**src/rtl/dk_sound_pkg.sv**
```systemverilog
// dk_sound_pkg: shared types and fixed-point helpers for the sound blocks.
//   osc555_state_t : 555 oscillator state encoding
//   Q15_ONE/SHIFT  : Q1.15 coefficient scale
//   sat_add        : signed add saturated to a given two's-complement width
package dk_sound_pkg;

    typedef enum logic [1:0] {CHARGE, DISCHARGE, STALL} osc555_state_t;

    localparam int Q15_ONE   = 32768;
    localparam int Q15_SHIFT = 15;

    function automatic logic signed [63:0] sat_add(
        input logic signed [63:0] a,
        input logic signed [63:0] b,
        input int                 width
    );
        logic signed [63:0] s, hi, lo;
        s  = a + b;
        hi = (64'sd1 <<< (width - 1)) - 64'sd1;
        lo = -(64'sd1 <<< (width - 1));
        return (s > hi) ? hi : ((s < lo) ? lo : s);
    endfunction

endpackage

```
**src/rtl/q15_mul_shift_sat.sv**
```systemverilog
// q15_mul_shift_sat: signed x times unsigned Q1.15 coefficient, >>>15 (floor), saturated.
//   x_i : signed input sample (IN_W bits)
//   k_i : Q1.15 coefficient, treated as non-negative
//   y_o : saturated product (OUT_W bits)
module q15_mul_shift_sat
    import dk_sound_pkg::*;
#(
    parameter int IN_W   = 21,
    parameter int OUT_W  = 20,
    parameter int PROD_W = 36
) (
    input  logic signed [IN_W-1:0]  x_i,
    input  logic        [15:0]      k_i,
    output logic signed [OUT_W-1:0] y_o
);

    localparam logic signed [PROD_W-1:0] HI = PROD_W'((64'sd1 <<< (OUT_W - 1)) - 64'sd1);
    localparam logic signed [PROD_W-1:0] LO = -HI - PROD_W'(1);

    logic signed [PROD_W-1:0] xe, ke, prod, shifted;

    assign xe      = PROD_W'(x_i);
    assign ke      = PROD_W'($signed({1'b0, k_i}));
    assign prod    = xe * ke;
    assign shifted = prod >>> Q15_SHIFT;
    assign y_o     = (shifted > HI) ? OUT_W'(HI) : (shifted < LO) ? OUT_W'(LO) : OUT_W'(shifted);

endmodule

```
**src/rtl/astable_555_vco.sv**
```systemverilog
// astable_555_vco: 555 astable oscillator whose thresholds follow pin-5 v_control.
//   clk, rst_n   : clock, async active-low reset
//   clk_en       : sample strobe; all state advances only on it
//   v_control    : upper threshold (lower is v_control/2)
//   vcc          : charge target and output high level
//   square_out   : vcc while high, 0 while low
//   out_high     : oscillator output level
//   edge_pulse   : one clk pulse on every out_high change
//   half_period  : clk_en count of the last completed half-period (saturating)
module astable_555_vco
    import dk_sound_pkg::*;
#(
    parameter int          signal_width = 16,
    parameter int          CAP_FRAC     = 4,
    parameter logic [15:0] CHARGE_K     = 16'd449,
    parameter logic [15:0] DISCHARGE_K  = 16'd1057,
    parameter int          VCTL_MIN     = 64
) (
    input  logic                           clk,
    input  logic                           rst_n,
    input  logic                           clk_en,
    input  logic signed [signal_width-1:0] v_control,
    input  logic signed [signal_width-1:0] vcc,
    output logic signed [signal_width-1:0] square_out,
    output logic                           out_high,
    output logic                           edge_pulse,
    output logic        [15:0]             half_period
);

    localparam int CW = signal_width + CAP_FRAC;
    localparam logic signed [signal_width-1:0] VMIN = signal_width'(VCTL_MIN);

    osc555_state_t                  state_q, state_d;
    logic signed [CW-1:0]           v_cap_q, v_cap_d;
    logic signed [signal_width-1:0] square_q;
    logic                           out_high_q, edge_q;
    logic        [15:0]             hp_q, hp_d, cnt_q, cnt_d, cnt_inc;
    logic signed [CW-1:0]           vctl_up, vctl_lo, vcc_up, charge_term, dis_term;
    logic signed [CW:0]             diff;
    logic signed [63:0]             sum;
    logic                           stall, high_d, toggle, stall_entry;

    // Thresholds and charge target in cap units (CAP_FRAC extra LSBs).
    assign vctl_up = {v_control, {CAP_FRAC{1'b0}}};
    assign vctl_lo = {v_control[signal_width-1], v_control[signal_width-1:1], {CAP_FRAC{1'b0}}};
    assign vcc_up  = {vcc, {CAP_FRAC{1'b0}}};
    assign diff    = {vcc_up[CW-1], vcc_up} - {v_cap_q[CW-1], v_cap_q};
    assign stall   = v_control <= VMIN;

    q15_mul_shift_sat #(.IN_W(CW + 1), .OUT_W(CW), .PROD_W(CW + 16)) u_charge (
        .x_i (diff),
        .k_i (CHARGE_K),
        .y_o (charge_term)
    );

    q15_mul_shift_sat #(.IN_W(CW), .OUT_W(CW), .PROD_W(CW + 16)) u_discharge (
        .x_i (v_cap_q),
        .k_i (DISCHARGE_K),
        .y_o (dis_term)
    );

    always_comb begin
        state_d     = stall ? STALL
                    : (state_q == CHARGE)    ? ((v_cap_q >= vctl_up) ? DISCHARGE : CHARGE)
                    : (state_q == DISCHARGE) ? ((v_cap_q <= vctl_lo) ? CHARGE : DISCHARGE)
                    : CHARGE;
        // The cap equation follows the state being entered on this step.
        sum         = (state_d == CHARGE) ? sat_add(64'(v_cap_q), 64'(charge_term), CW)
                                          : sat_add(64'(v_cap_q), -64'(dis_term), CW);
        v_cap_d     = (sum < 0) ? '0 : CW'(sum);
        high_d      = state_d == CHARGE;
        toggle      = high_d != out_high_q;
        stall_entry = (state_d == STALL) && (state_q != STALL);
        cnt_inc     = (&cnt_q) ? cnt_q : cnt_q + 16'd1;
        cnt_d       = (stall_entry || toggle) ? '0 : cnt_inc;
        // Stall entry drops the output too, but that half-period is not reported.
        hp_d        = (toggle && !stall_entry) ? cnt_inc : hp_q;
    end

    always_ff @(posedge clk or negedge rst_n) begin
        if (!rst_n) begin
            state_q    <= CHARGE;
            v_cap_q    <= '0;
            out_high_q <= 1'b0;
            square_q   <= '0;
            edge_q     <= 1'b0;
            hp_q       <= '0;
            cnt_q      <= '0;
        end else begin
            edge_q <= clk_en && toggle;
            if (clk_en) begin
                state_q    <= state_d;
                v_cap_q    <= v_cap_d;
                out_high_q <= high_d;
                square_q   <= high_d ? vcc : '0;
                hp_q       <= hp_d;
                cnt_q      <= cnt_d;
            end
        end
    end

    assign square_out  = square_q;
    assign out_high    = out_high_q;
    assign edge_pulse  = edge_q;
    assign half_period = hp_q;

endmodule

```
**config.mk**
```make
export PLATFORM = sky130hd
export DESIGN_NAME = astable_555_vco
export DESIGN_NICKNAME = d
export VERILOG_FILES = /design/src/rtl/dk_sound_pkg.sv /design/src/rtl/q15_mul_shift_sat.sv /design/src/rtl/astable_555_vco.sv
export SDC_FILE = /design/constraint.sdc
export NUM_CORES = 1
export LEC_CHECK = 0
export ABC_AREA = 1
export CAP_MARGIN = 20
export CORE_ASPECT_RATIO = 1.25
export CORE_MARGIN = 2
export CORE_UTILIZATION = 51
export CTS_CLUSTER_SIZE = 24
export DETAILED_ROUTE_END_ITERATION = 8
export GPL_TIMING_DRIVEN = 0
export HOLD_SLACK_MARGIN = 0.05
export PLACE_DENSITY = 0.77
export SLEW_MARGIN = 5
export SYNTH_ARGS = -nofsm -noshare
export SYNTH_HDL_FRONTEND = slang
export SYNTH_HIERARCHICAL = 1
export SYNTH_SLANG_ARGS = --single-unit
```
**constraint.sdc**
```tcl
create_clock -name clk -period 28.2 [get_ports clk]
set_input_delay 5.64 -clock clk [delete_from_list [all_inputs] [get_ports clk]]
set_output_delay 5.64 -clock clk [all_outputs]
set_load 0.05 [all_outputs]
```
Word-level counts from Yosys, hierarchy flattened
Index checks and enable logic that the tools add are counted.
{"block": "word_totals", "regBits": 72, "output_inout_bits": 34, "word_cells": 57}
{"block": "op_classes", "addsub": 5, "multipliers": 2, "order_cmp": 12, "n_eq_ne": 4, "muxes": 18, "n_reduce_logical": 9}
{"op": "two-way mux 64 bit", "n": 5}
{"op": "two-way mux 20 bit", "n": 5}
{"op": "adder 20 x 64 -> 64 bit", "n": 1}
{"op": "greater-than comparator 64 x 20 -> 1 bit, second input constant", "n": 1}
{"op": "< comparator 64 x 1 -> 1 bit, second input constant", "n": 1}
{"op": "< comparator 64 x 20 -> 1 bit, second input constant", "n": 1}
{"op": "negation 20 -> 64 bit", "n": 1}
{"op": "two-way mux 16 bit", "n": 3}
{"op": "multiplier 20 x 12 -> 32 bit, second input constant", "n": 1}
{"op": "multiplier 21 x 10 -> 31 bit, second input constant", "n": 1}
{"op": "adder 20 x 20 -> 21 bit", "n": 1}
{"op": "greater-than comparator 21 x 20 -> 1 bit, second input constant", "n": 1}
{"op": "< comparator 21 x 20 -> 1 bit, second input constant", "n": 1}
{"op": "subtractor 20 x 20 -> 21 bit", "n": 1}
{"op": "greater-or-equal comparator 20 bit", "n": 1}
{"op": "greater-than comparator 16 x 20 -> 1 bit, second input constant", "n": 1}
{"op": "greater-than comparator 17 x 20 -> 1 bit, second input constant", "n": 1}
{"op": "<= comparator 20 x 19 -> 1 bit", "n": 1}
{"op": "< comparator 16 x 20 -> 1 bit, second input constant", "n": 1}
{"op": "< comparator 17 x 20 -> 1 bit, second input constant", "n": 1}
{"op": "adder 16 x 1 -> 16 bit, second input constant", "n": 1}
{"op": "<= comparator 16 x 8 -> 1 bit, second input constant", "n": 1}
{"op": "AND reduction 16 bit", "n": 1}
{"op": "logical NOT 2 bit", "n": 2}
{"op": "other kinds (10)", "n": 15}

Logic depth before layout (Yosys ltp)
{"block": "depth", "depth_word": 12, "mapped_depth": 64, "ltp_nobuf": 63}

Modules after synthesis
Netlist, hierarchy kept.
{"module": "q15_mul_shift_sat at u_charge", "n_inst": 1, "cells_per_inst": 1757, "area_per_inst_um2": 13012.5, "seq_area_each_um2": 0.0}
{"module": "q15_mul_shift_sat at u_discharge", "n_inst": 1, "cells_per_inst": 1748, "area_per_inst_um2": 12821.0, "seq_area_each_um2": 0.0}
{"module": "astable_555_vco", "n_inst": 1, "cells_per_inst": 1207, "area_per_inst_um2": 8351.8, "seq_area_each_um2": 1801.7}

Least setup slack after synthesis
Ideal clock, no wire load.
{"block": "synth_path", "path_type": "input port to flip-flop", "start": "input vcc[0]", "end": "register v_cap_q[9]", "setup_time_ps": 118, "arrival_ps": 14225, "required_ps": 28082, "path_slack_ps": 13857, "cell_stages": 51, "n_path_buf": 2, "path_cell_list": "ha_1 > inv_1 > nor2_1 > nand3_1 > nand2_1 > a21boi_0 > o21ai_0 > nand3_1 > nand2_1 > nand2_1 > nand2_1 > nand3_1 > nand2_1 > nand2_1 > nand2_1 > nand2_1 > clkbuf_1 > nand2_1 > [... 15 more ...] > nand2_1 > nand3b_4 > nand2_1 > ha_1 > fa_1 > nand2_1 > inv_1 > nand2_1 > nand2_1 > nand3_1 > nand4_1 > nand2_2 > nand2_2 > buf_6 > a21oi_1 > nand2_1 > nand4_1 > nand2_1"}
{"block": "synth_between", "elab_chain_len": 12}
{"element": "start, declared", "line": "astable_555_vco.sv:23", "text": "input logic signed [signal_width-1:0] vcc,"}
{"element": "subtractor 20 x 20 -> 21 bit *", "line": "astable_555_vco.sv:47", "text": "assign diff = {vcc_up[CW-1], vcc_up} - {v_cap_q[CW-1], v_cap_q};"}
{"element": "via diff[20]", "line": "astable_555_vco.sv:39", "text": "logic signed [CW:0] diff;"}
{"element": "multiplier 21 x 10 -> 31 bit *", "line": "q15_mul_shift_sat.sv:24", "text": "assign prod = xe * ke;"}
{"element": "< comparator 16 x 20 -> 1 bit", "line": "q15_mul_shift_sat.sv:26", "text": "assign y_o = (shifted > HI) ? OUT_W'(HI) : (shifted < LO) ? OUT_W'(LO) : OUT_W'(shifted);"}
{"element": "two-way mux 20 bit", "line": "q15_mul_shift_sat.sv:26"}
{"element": "two-way mux 20 bit *", "line": "q15_mul_shift_sat.sv:26"}
{"element": "via charge_term[0]", "line": "astable_555_vco.sv:38", "text": "logic signed [CW-1:0] vctl_up, vctl_lo, vcc_up, charge_term, dis_term;"}
{"element": "adder 20 x 20 -> 21 bit *", "line": "dk_sound_pkg.sv:18", "text": "s = a + b;"}
{"element": "< comparator 21 x 20 -> 1 bit", "line": "dk_sound_pkg.sv:21", "text": "return (s > hi) ? hi : ((s < lo) ? lo : s);"}
{"element": "two-way mux 64 bit", "line": "dk_sound_pkg.sv:21"}
{"element": "two-way mux 64 bit *", "line": "dk_sound_pkg.sv:21"}
{"element": "two-way mux 64 bit *", "line": "astable_555_vco.sv:68", "text": "sum = (state_d == CHARGE) ? sat_add(64'(v_cap_q), 64'(charge_term), CW)"}
{"element": "< comparator 64 x 1 -> 1 bit", "line": "astable_555_vco.sv:70", "text": "v_cap_d = (sum < 0) ? '0 : CW'(sum);"}
{"element": "two-way mux 20 bit *", "line": "astable_555_vco.sv:70"}
{"element": "end signal, assigned", "line": "astable_555_vco.sv:93", "text": "v_cap_q <= v_cap_d;"}
{"element": "end, declared", "line": "astable_555_vco.sv:34", "text": "logic signed [CW-1:0] v_cap_q, v_cap_d;"}
The timed path passes the listed nets; every way through them passes the cells marked *.
A chain may end at the register's enable or synchronous reset.

Worst setup path in the final report
{"block": "layout_path", "start": "input vcc[1]", "end": "register v_cap_q[0]"}
Same word-level chain as after synthesis.

==> results.py <==
metrics = {
    "status": {
        "status": "finished, final reports clean",
    },
    "layout": {
        "diodes": 0,
        "area_growth_pct": 6.96,
        "drive_gt1_share_pct": 3.30,
        "multiInputGateArea_mm2": 0.0269,
        "layout.nets": 5821,
        "seqCellArea_mm2": 0.00180,
        "fill_cells": 6372,
    },
    "placed_design": {
        "dpl.hpwl_um": 82900,
        "io_buffers": 68,
        "place_congestion": 1.01,
    },
    "clock_tree": {
        "ctsHtreeMaxLevel": 3,
        "cts_hold_buf": 0,
        "clock_sinks": 72,
        "root_buffer": "clkbuf_16",
        "cts_tree": "yes",
        "ctsResizeCount": 0,
        "postCtsSetupRepairBufs": 0,
        "clockBufferDepth": 2,
        "path_clk_slew_ns": 0.06,
        "clkLatencyLatePin_ns": 0.34,
        "cts_buffers": 9,
    },
    "yosys": {
        "ys_ff_latch": 72,
        "async_flop_share_pct": 100,
        "syn_area_mm2": 0.0342,
        "yosysSeqAreaShare_pct": 5.27,
        "ys_warn_count": 6,
        "ys_types": 56,
        "synth_edf_count": 0,
        "synthCells": 4712,
        "synth_area_per_cell_um2": 7.25,
        "yosys_most_used_dff": "dfrtp_1",
    },
    "floorplan": {
        "rows": 106,
        "io_pins": 69,
        "start_util_pct": 51.3,
        "die_x_um": 236,
        "die_area_mm2": 0.0691,
        "die_h_um": 293,
        "coreArea_mm2": 0.0666,
    },
    "global_route": {
        "grt-ovfl-total": 0,
        "antenna_found_initial": 1,
        "track_usage_pct": 29.5,
        "grt_max_degree": 52,
        "grt_pass1_vias": 31500,
        "grt_pass1_wl_um": 161000,
    },
    "drt": {
        "ant_nets": 0,
        "vias": 29600,
        "viasPerCell": 5.16,
        "drt_iter0_markers": 2012,
        "routed_wl_um": 97800,
        "wl_per_cell_um": 17.1,
        "drc_errors": 0,
        "first_pass_iters": 6,
    },
    "timing": {
        "rsz0062_at_grt": "no",
        "fin_crit_ns": 16.21,
        "setup_viol": 0,
        "slew_headroom_pct": 34.1,
        "max_freq_ghz": 0.0617,
        "tightest_slew_ns": 0.989,
        "fin_crit_sh_pct": 57.5,
        "fin_worst_skew_ns": 0.00890,
        "fin_tns_setup_ns": 0,
        "drv_slew": 0,
        "final-hold-violation-count": 0,
    },
    "critical_path": {
        "start_kind": "primary input",
        "max_stage_delay_ns": 0.92,
        "crit_buf_inv": 8,
        "cp-end-kind": "register",
        "arrival_ns": 16.48,
        "critical_path_class": "in2reg",
        "worstPathRequired_ns": 28.47,
        "cp_max_fo": 10,
        "critical-path-top-delay-family": "adder cells",
        "crit_slowest_cell": "fa_1",
        "cpMostUsedCell": "nand2_1",
    },
    "flow_run": {
        "cap_violations": 0,
    },
    "min_path": {
        "hold_path_class": "reg2reg",
    },
}
[logic make-up after synthesis]
logic type | count (synthesis) | synth area share, %
muxes | 1 | 0.0293
other | 2 | 0.0220
DFF | 72 | 5.27
xor gates and xnor gates | 78 | 2.00
adders and majority gates | 917 | 47.9
buffers and inverters | 1498 | 16.8
and+or+nand+nor | 1816 | 22.3
AOI/OAI and AO/OA | 328 | 5.74
[final cells by class]
type | instances | area share (%)
Clock buffer | 9 | 0.616
Tap cell | 864 | 2.96
Multi-Input combinational cell | 3219 | 73.7
Buffer | 172 | 2.07
Timing Repair Buffer | 69 | 1.93
Sequential cell | 72 | 4.93
Clock inverter | 7 | 0.216
Inverter | 1326 | 13.6
[synth_stat cells, drive strengths merged (7+ instances only)]
cell type | number | area [um^2]
a21o | 16 | 120
a21oi | 162 | 833
a31oi | 9 | 56.3
a32o | 16 | 160
buf | 25 | 205
clkbuf | 147 | 552
dfrtp | 72 | 1800
fa | 651 | 13000
ha | 266 | 3330
inv | 1325 | 4980
nand2 | 1370 | 5290
nand3 | 131 | 758
nand3b | 12 | 103
nand4 | 54 | 338
nor2 | 198 | 793
nor3 | 20 | 131
nor4 | 15 | 109
o21a | 7 | 52.6
o21ai | 82 | 467
o21bai | 23 | 173
xnor2 | 18 | 158
xor2 | 60 | 526
[metal layers]
metal | global-route usage, % | routed length (um)
met1 | 33.9 | 35900
met2 | 53.9 | 50000
met3 | 2.36 | 5090
met4 | 17.3 | 6840
met5 | 0 | 14
[tightest hold or removal path, cell delays in order, from the launching register on]
cell and delay [ns]:
dfrtp_1 0.34, nand2_1 0.06, o21ai_2 0.05
[placed cells by master, fill, tap and decap left out, types with 67 or more instances in the layout]
cell type / synthesis / routed
nand2_1: 1325 / 1325
inv_1: 1312 / 1312
fa_1: 651 / 651
ha_1: 266 / 266
nor2_1: 184 / 184
a21oi_1: 156 / 156
clkbuf_1: 147 / 147
nand3_1: 118 / 118
conb_1: 2 / 79
dfrtp_1: 72 / 72
clkdlybuf4s50_1: 0 / 67
[worst paths after layout]
kind | start | end | slack, ns | depth (start not counted)
worst min register to register | half_period[4] | half_period[4] | 0.48 | 2
min in group asynchronous | rst_n | half_period[9] | 5.19 | 1
max in group asynchronous | rst_n | v_cap_q[4] | 22.45 | 2
worst max-delay path | vcc[1] | v_cap_q[0] | 11.99 | 53
worst max register to register | v_cap_q[0] | v_cap_q[0] | 16.76 | 55
worst min-delay path | half_period[4] | half_period[4] | 0.48 | 2
[stage by stage]
| stage | setup WS, ns | util (%) | instance area (um^2) | hold WS [ns] | std cells |
|---|---|---|---|---|---|
| after floorplan | 13.86 | - | 34500 | 0.471 | 4789 |
| after global placement | 11.74 | 54.4 | 36200 | 0.465 | 5721 |
| after detailed placement | 11.70 | 54.5 | 36300 | 0.469 | 5722 |
| after CTS | 12.02 | 54.9 | 36600 | 0.485 | 5738 |
| after global routing | 11.08 | 54.9 | 36600 | 0.509 | 5738 |
| final | 11.99 | 54.9 | 36600 | 0.483 | 5738 |
[registers in the layout, indices dropped and copies added, names as in the netlist]
| name | count |
|---|---|
| out_high | 1 |
| v_cap_q | 20 |
| cnt_q | 16 |
| half_period | 16 |
| square_out | 16 |
| state_q | 2 |
| edge_pulse | 1 |
Power is left out: the tool's default activity adds up to more than one toggle a clock period on the data nets, which glitch-free logic cannot reach.
